File: config.mk
export PLATFORM = sky130hd
export DESIGN_NAME = button_cmd_encoder
export DESIGN_NICKNAME = d
export VERILOG_FILES = /design/src/rtl/button_cmd_encoder.sv
export SDC_FILE = /design/constraint.sdc
export NUM_CORES = 1
export LEC_CHECK = 0
export CORE_UTILIZATION = 35
export DETAILED_ROUTE_END_ITERATION = 6
export MAX_ROUTING_LAYER = met4
export PLACE_DENSITY = 0.56
export SLEW_MARGIN = 15
export SYNTH_ARGS = -nofsm -noshare
export SYNTH_HDL_FRONTEND = slang
export SYNTH_SLANG_ARGS = --single-unit
File: constraint.sdc
create_clock -name buttonclk -period 4.3 [get_ports buttonclk]
set_clock_uncertainty 0.05 [all_clocks]
set_input_delay 0.645 -clock buttonclk [delete_from_list [all_inputs] [get_ports buttonclk]]
set_output_delay 0.645 -clock buttonclk [all_outputs]
set_load 0.005 [all_outputs]
File: src/rtl/button_cmd_encoder.sv
// button_cmd_encoder
//   Front end for the breakout game core. Each raw switch is synchronised,
//   debounced and edge-detected. LEFT/RIGHT auto-repeat while held. Each press
//   or repeat becomes a 2-bit command in a small FWFT FIFO that the game core
//   pops with valid/ready.
// Ports
//   buttonclk            clock, rising edge
//   reset                synchronous, active-high
//   enable               game running; low flushes queue and drops events
//   raw_left/right/throw asynchronous switch inputs, active-high
//   cmd_valid/cmd_code   registered FIFO head (01 LEFT, 10 RIGHT, 11 THROW)
//   cmd_ready            pop on cmd_valid && cmd_ready
//   fifo_count           occupancy, including an entry pushed but not yet shown
//   overrun              sticky: event merged into an already-pending one
module button_cmd_encoder #(
  parameter int DEBOUNCE_TICKS = 2,
  parameter int HOLD_TICKS     = 6,
  parameter int REPEAT_TICKS   = 2,
  parameter int FIFO_DEPTH     = 4
) (
  input  logic                         buttonclk,
  input  logic                         reset,
  input  logic                         enable,
  input  logic                         raw_left,
  input  logic                         raw_right,
  input  logic                         raw_throw,
  output logic                         cmd_valid,
  output logic [1:0]                   cmd_code,
  input  logic                         cmd_ready,
  output logic [$clog2(FIFO_DEPTH):0]  fifo_count,
  output logic                         overrun
);
  localparam int AW      = $clog2(FIFO_DEPTH);
  localparam int CW      = AW + 1;
  localparam int DBW     = $clog2(DEBOUNCE_TICKS + 1);
  localparam int RPT_MAX = (HOLD_TICKS > REPEAT_TICKS) ? HOLD_TICKS : REPEAT_TICKS;
  localparam int RW      = $clog2(RPT_MAX + 1);

  // Button index: 0 LEFT, 1 RIGHT, 2 THROW
  logic [2:0]          raw, sync1, sync2, db, db_prev, rise;
  logic [2:0][DBW-1:0] db_cnt;
  logic                both;

  assign raw  = {raw_throw, raw_right, raw_left};
  assign rise = db & ~db_prev;
  assign both = db[0] & db[1];

  // Sync and debounce keep running while enable is low, so db_prev tracks a
  // button held across enable rising and no press is seen for it.
  always_ff @(posedge buttonclk) begin
    if (reset) begin
      sync1   <= '0;
      sync2   <= '0;
      db      <= '0;
      db_prev <= '0;
      db_cnt  <= '0;
    end else begin
      sync1   <= raw;
      sync2   <= sync1;
      db_prev <= db;
      for (int b = 0; b < 3; b++) begin
        if (sync2[b] == db[b])
          db_cnt[b] <= '0;
        else if (db_cnt[b] == DBW'(DEBOUNCE_TICKS - 1)) begin
          db[b]     <= ~db[b];
          db_cnt[b] <= '0;
        end else
          db_cnt[b] <= db_cnt[b] + DBW'(1);
      end
    end
  end

  // Repeat counters: zero means "not armed". A press arms the counter at 1;
  // it counts held cycles and fires at HOLD_TICKS, then every REPEAT_TICKS.
  logic [1:0][RW-1:0] rep_cnt, rep_cnt_n;
  logic [1:0]         in_rep, in_rep_n;
  logic [2:0]         evt;

  always_comb begin
    evt       = '0;
    rep_cnt_n = rep_cnt;
    in_rep_n  = in_rep;
    evt[2]    = enable & rise[2];
    for (int m = 0; m < 2; m++) begin
      if (!enable || !db[m] || both) begin
        rep_cnt_n[m] = '0;
        in_rep_n[m]  = 1'b0;
      end else if (rise[m]) begin
        evt[m]       = 1'b1;
        rep_cnt_n[m] = RW'(1);
        in_rep_n[m]  = 1'b0;
      end else if (rep_cnt[m] != '0) begin
        if (rep_cnt[m] == (in_rep[m] ? RW'(REPEAT_TICKS) : RW'(HOLD_TICKS))) begin
          evt[m]       = 1'b1;
          rep_cnt_n[m] = RW'(1);
          in_rep_n[m]  = 1'b1;
        end else
          rep_cnt_n[m] = rep_cnt[m] + RW'(1);
      end
    end
  end

  // Arbiter: THROW > LEFT > RIGHT, at most one push per cycle.
  logic [2:0]              pend, pend_n, grant_sel, grant;
  logic [1:0]              push_code;
  logic                    push, pop, full;
  logic [FIFO_DEPTH-1:0][1:0] mem;
  logic [AW-1:0]           wr_ptr, rd_ptr, rd_n;
  logic [CW-1:0]           remain, count_n;
  logic [1:0]              head_n;

  always_comb begin
    grant_sel = '0;
    push_code = 2'b00;
    if (pend[2]) begin
      grant_sel = 3'b100;
      push_code = 2'b11;
    end else if (pend[0]) begin
      grant_sel = 3'b001;
      push_code = 2'b01;
    end else if (pend[1]) begin
      grant_sel = 3'b010;
      push_code = 2'b10;
    end
  end

  assign full   = (fifo_count == CW'(FIFO_DEPTH));
  assign pop    = enable & cmd_valid & cmd_ready;
  assign push   = enable & (|pend) & (~full | pop);
  assign grant  = push ? grant_sel : 3'b000;
  assign pend_n = enable ? ((pend & ~grant) | evt) : 3'b000;

  // The head register only shows entries stored before this edge, so a
  // freshly pushed entry appears one cycle after it lands in the FIFO.
  always_comb begin
    rd_n    = rd_ptr + AW'(pop);
    remain  = fifo_count - CW'(pop);
    count_n = remain + CW'(push);
    head_n  = (remain != '0) ? mem[rd_n] : 2'b00;
  end

  always_ff @(posedge buttonclk) begin
    if (reset) begin
      pend       <= '0;
      overrun    <= 1'b0;
      rep_cnt    <= '0;
      in_rep     <= '0;
      mem        <= '0;
      wr_ptr     <= '0;
      rd_ptr     <= '0;
      fifo_count <= '0;
      cmd_valid  <= 1'b0;
      cmd_code   <= 2'b00;
    end else begin
      pend    <= pend_n;
      rep_cnt <= rep_cnt_n;
      in_rep  <= in_rep_n;
      if (|(evt & pend & ~grant))
        overrun <= 1'b1;
      if (!enable) begin
        wr_ptr     <= '0;
        rd_ptr     <= '0;
        fifo_count <= '0;
        cmd_valid  <= 1'b0;
        cmd_code   <= 2'b00;
      end else begin
        if (push) begin
          mem[wr_ptr] <= push_code;
          wr_ptr      <= wr_ptr + AW'(1);
        end
        rd_ptr     <= rd_n;
        fifo_count <= count_n;
        cmd_valid  <= (remain != '0);
        cmd_code   <= head_n;
      end
    end
  end
endmodule

==> results_dict.tcl <==
set metrics [dict create \
    yosys.area.top_type_share_pct 48.03 \
    path_class "in -> reg" \
    insertion_delay_ns 0.30 \
    yosys_warnings 0 \
    setup_viol 0 \
    die_h_um 77.61 \
    holdWs_ns 0.3721 \
    synth_compound_area_share_pct 10.13 \
    synth_largest_area_cell "dfxtp_1" \
    via_per_inst 4.684 \
    coreArea_um2 5507 \
    cp-start-kind "input pin" \
    layout_min_cycle_time_ns 2.572 \
    synthCells 205 \
    cap_violations 0 \
    synth-seq-cells 48 \
    numClockSinks 48 \
    wirelength_um 3242 \
    area_growth_pct 16.95 \
    gp_congestion 0.7271 \
    path_clk_slew_ns 0.09 \
    drive_gt1_share_pct 6.306 \
    ir_worst_vdd_uv 107.2 \
    grt_pass1_wl_um 5927 \
    portBuffers 13 \
    detail-route-antenna-nets 0 \
    diodes 0 \
    leakagePower_nw 0.8931 \
    postCtsSetupRepairBufs 0 \
    slowest_stage "clkdlybuf4s50_1" \
    first_iter_violations 75 \
    clock_path_buffers 2 \
    synth_edf_count 0 \
    boundaryPins 14 \
    first_global_vias 1315 \
    h-tree-depth 2 \
    ys_seq_area_share_pct 48.03 \
    fp.dieW_um 77.61 \
    cts_buffers 5 \
    hp-class "reg -> reg" \
    status "finished, final reports clean" \
    worst_slew_pin_slew_ns 0.4857 \
    die-area_um2 6023 \
    drcViolationCount 0 \
    finalHoldViolations 0 \
    groute.usage.overall_pct 12.89 \
    vias 1377 \
    relSlewSlack_pct 67.55 \
    async_flop_share_pct 0 \
    drt-pass1-iter-count 4 \
    rsz0062_at_grt "false" \
    synth_area_leaders "dfxtp_1 (48%), ha_1 (7.5%), nor2b_1 (6.3%)" \
    yosysUniqueCellTypes 30 \
    cts_hold_buffers 0 \
    grt_max_degree 28 \
    crit_fanout 10 \
    critPathMaxStageDelay_ns 0.56 \
    synth.net_count 224 \
    start_util_pct 36.33 \
    cts_root_buffer "clkbuf_8" \
    cp-end-kind "flop" \
    syn-cell-area_um2 2001 \
    antenna_found_initial 0 \
    fmax_mhz 388.7 \
    final_nets 240 \
    arrival_ns 2.71 \
    finalSetupTns_ns 0 \
    p_per_area_nw_per_um2 367.8 \
    ys.flop_type "dfxtp_1" \
    cp.required_ns 4.44 \
    yosys.area_share.adder_pct 7.505 \
    synth-xor-area-share_pct 3.940 \
    crit_chain "clkdlybuf4s50_1 > and3_1 > ha_1 > xnor2_1 > mux4_2 > nor2b_1" \
    cts_resized 0 \
    avgSynthCellArea_um2 9.759 \
    tritoncts "done" \
    yosys.area_share.simple_pct 20.58 \
    synth.most_common_cell "dfxtp_1" \
    ys_top_cells_by_count "dfxtp_1 (48), nor2_1 (22), nor2b_1 (20)" \
    rows 27 \
    synth.area.mux_share_pct 6.254 \
    maxSlewViolCount 0 \
    synth_top_family_by_area "simple AND/OR/NAND/NOR gates" \
    grt_remaining_overflow 0 \
    routedWlPerCell_um 11.03 \
    finalCritPeriodShare_pct 59.83 \
    dpl.hpwl_um 2293 \
]
routing by layer:
| layer | vias up | wire length (um) | part of all wire (%) | track usage, % |
|---|---|---|---|---|
| met4 | 0 | 110 | 3.4 | 7.170 |
| li1 | 724 | - | - | - |
| met5 | - | 0 | 0 | - |
| met3 | 10 | 130 | 4.0 | 3.765 |
| met2 | 33 | 1313 | 40 | 18.58 |
| met1 | 610 | 1687 | 52 | 16.06 |
power by group:
group	internal, mW	total [mW]	switching [mW]	leakage [nW]
logic	0.0113	0.0225	0.0111	0.436
registers	0.448	0.450	0.00192	0.388
clock network	0.234	0.388	0.154	0.0687
worst paths after layout:
kind	slack, ns	startpoint	cells past startpoint	end
hold / removal	0.37	db_cnt[2]	1	db_cnt[2]
setup / recovery	1.73	enable	6	cmd_code[0]
setup reg to reg	2.37	cmd_valid	5	cmd_code[0]
hold reg to reg	0.37	db_cnt[2]	1	db_cnt[2]
critical path, delay by kind of cell:
kind,cells,cell delay [ns]
buffers and inverters,1,0.56
multiplexers,1,0.54
AND/OR/NAND/NOR,2,0.41
XOR/XNOR,1,0.36
adder cells (fa/ha/maj),1,0.20
sequential cells by signal, indices dropped and copies added (netlist names):
register and flops:
pend 3, fifo_count 3, rep_cnt 6, rd_ptr 2, wr_ptr 2, in_rep 2, cmd_code 2, mem 8
db_cnt 6, db 3, sync2 3, cmd_valid 1, overrun 1, db_prev 3, sync1 3
kinds of logic (layout without fill, tap and decap cells):
| logic type | Yosys count | after routing |
|---|---|---|
| fa+ha+maj | 12 | 12 |
| xor+xnor | 9 | 9 |
| mux | 10 | 10 |
| compound gates | 32 | 32 |
| simple gates | 77 | 77 |
| flops | 48 | 48 |
| buf+inv | 17 | 34 |
final cells by class:
type | instances | area (um2)
fillers | 539 | 3167
multi-input cells | 140 | 968.4
flip-flops and latches | 48 | 960.9
repair buffers | 14 | 137.6
well taps | 72 | 90.09
clock buffers | 5 | 68.82
clock inverters | 3 | 68.82
inverters | 12 | 45.04
through the flow:
stage / util, % / instances / area, um2 / power (mW) / setup WS (ns)
6_report: 42.49 / 294 / 2340 / 0.8606 / 1.728
5_1_grt: 42.49 / 294 / 2340 / 0.9032 / 1.596
4_1_cts: 42.49 / 294 / 2340 / 0.8721 / 1.705
3_5_place_dp: 39.99 / 286 / 2202 / 0.4834 / 1.406
3_3_place_gp: 39.99 / 286 / 2202 / 0.4832 / 1.432
2_1_floorplan: - / 205 / 2001 / 0.4739 / 1.964
placed cells by master, fill, tap and decap left out, types with 7 or more instances in the layout:
cell type / n
ha_1: 12
xnor2_1: 8
a21oi_1: 13
mux2i_1: 8
clkdlybuf4s50_1: 13
inv_1: 12
nand2b_1: 7
nand2_1: 8
dfxtp_1: 48
nor2_1: 22
o21ai_0: 8
nor2b_1: 20
Power figures use the tool's default switching activity.
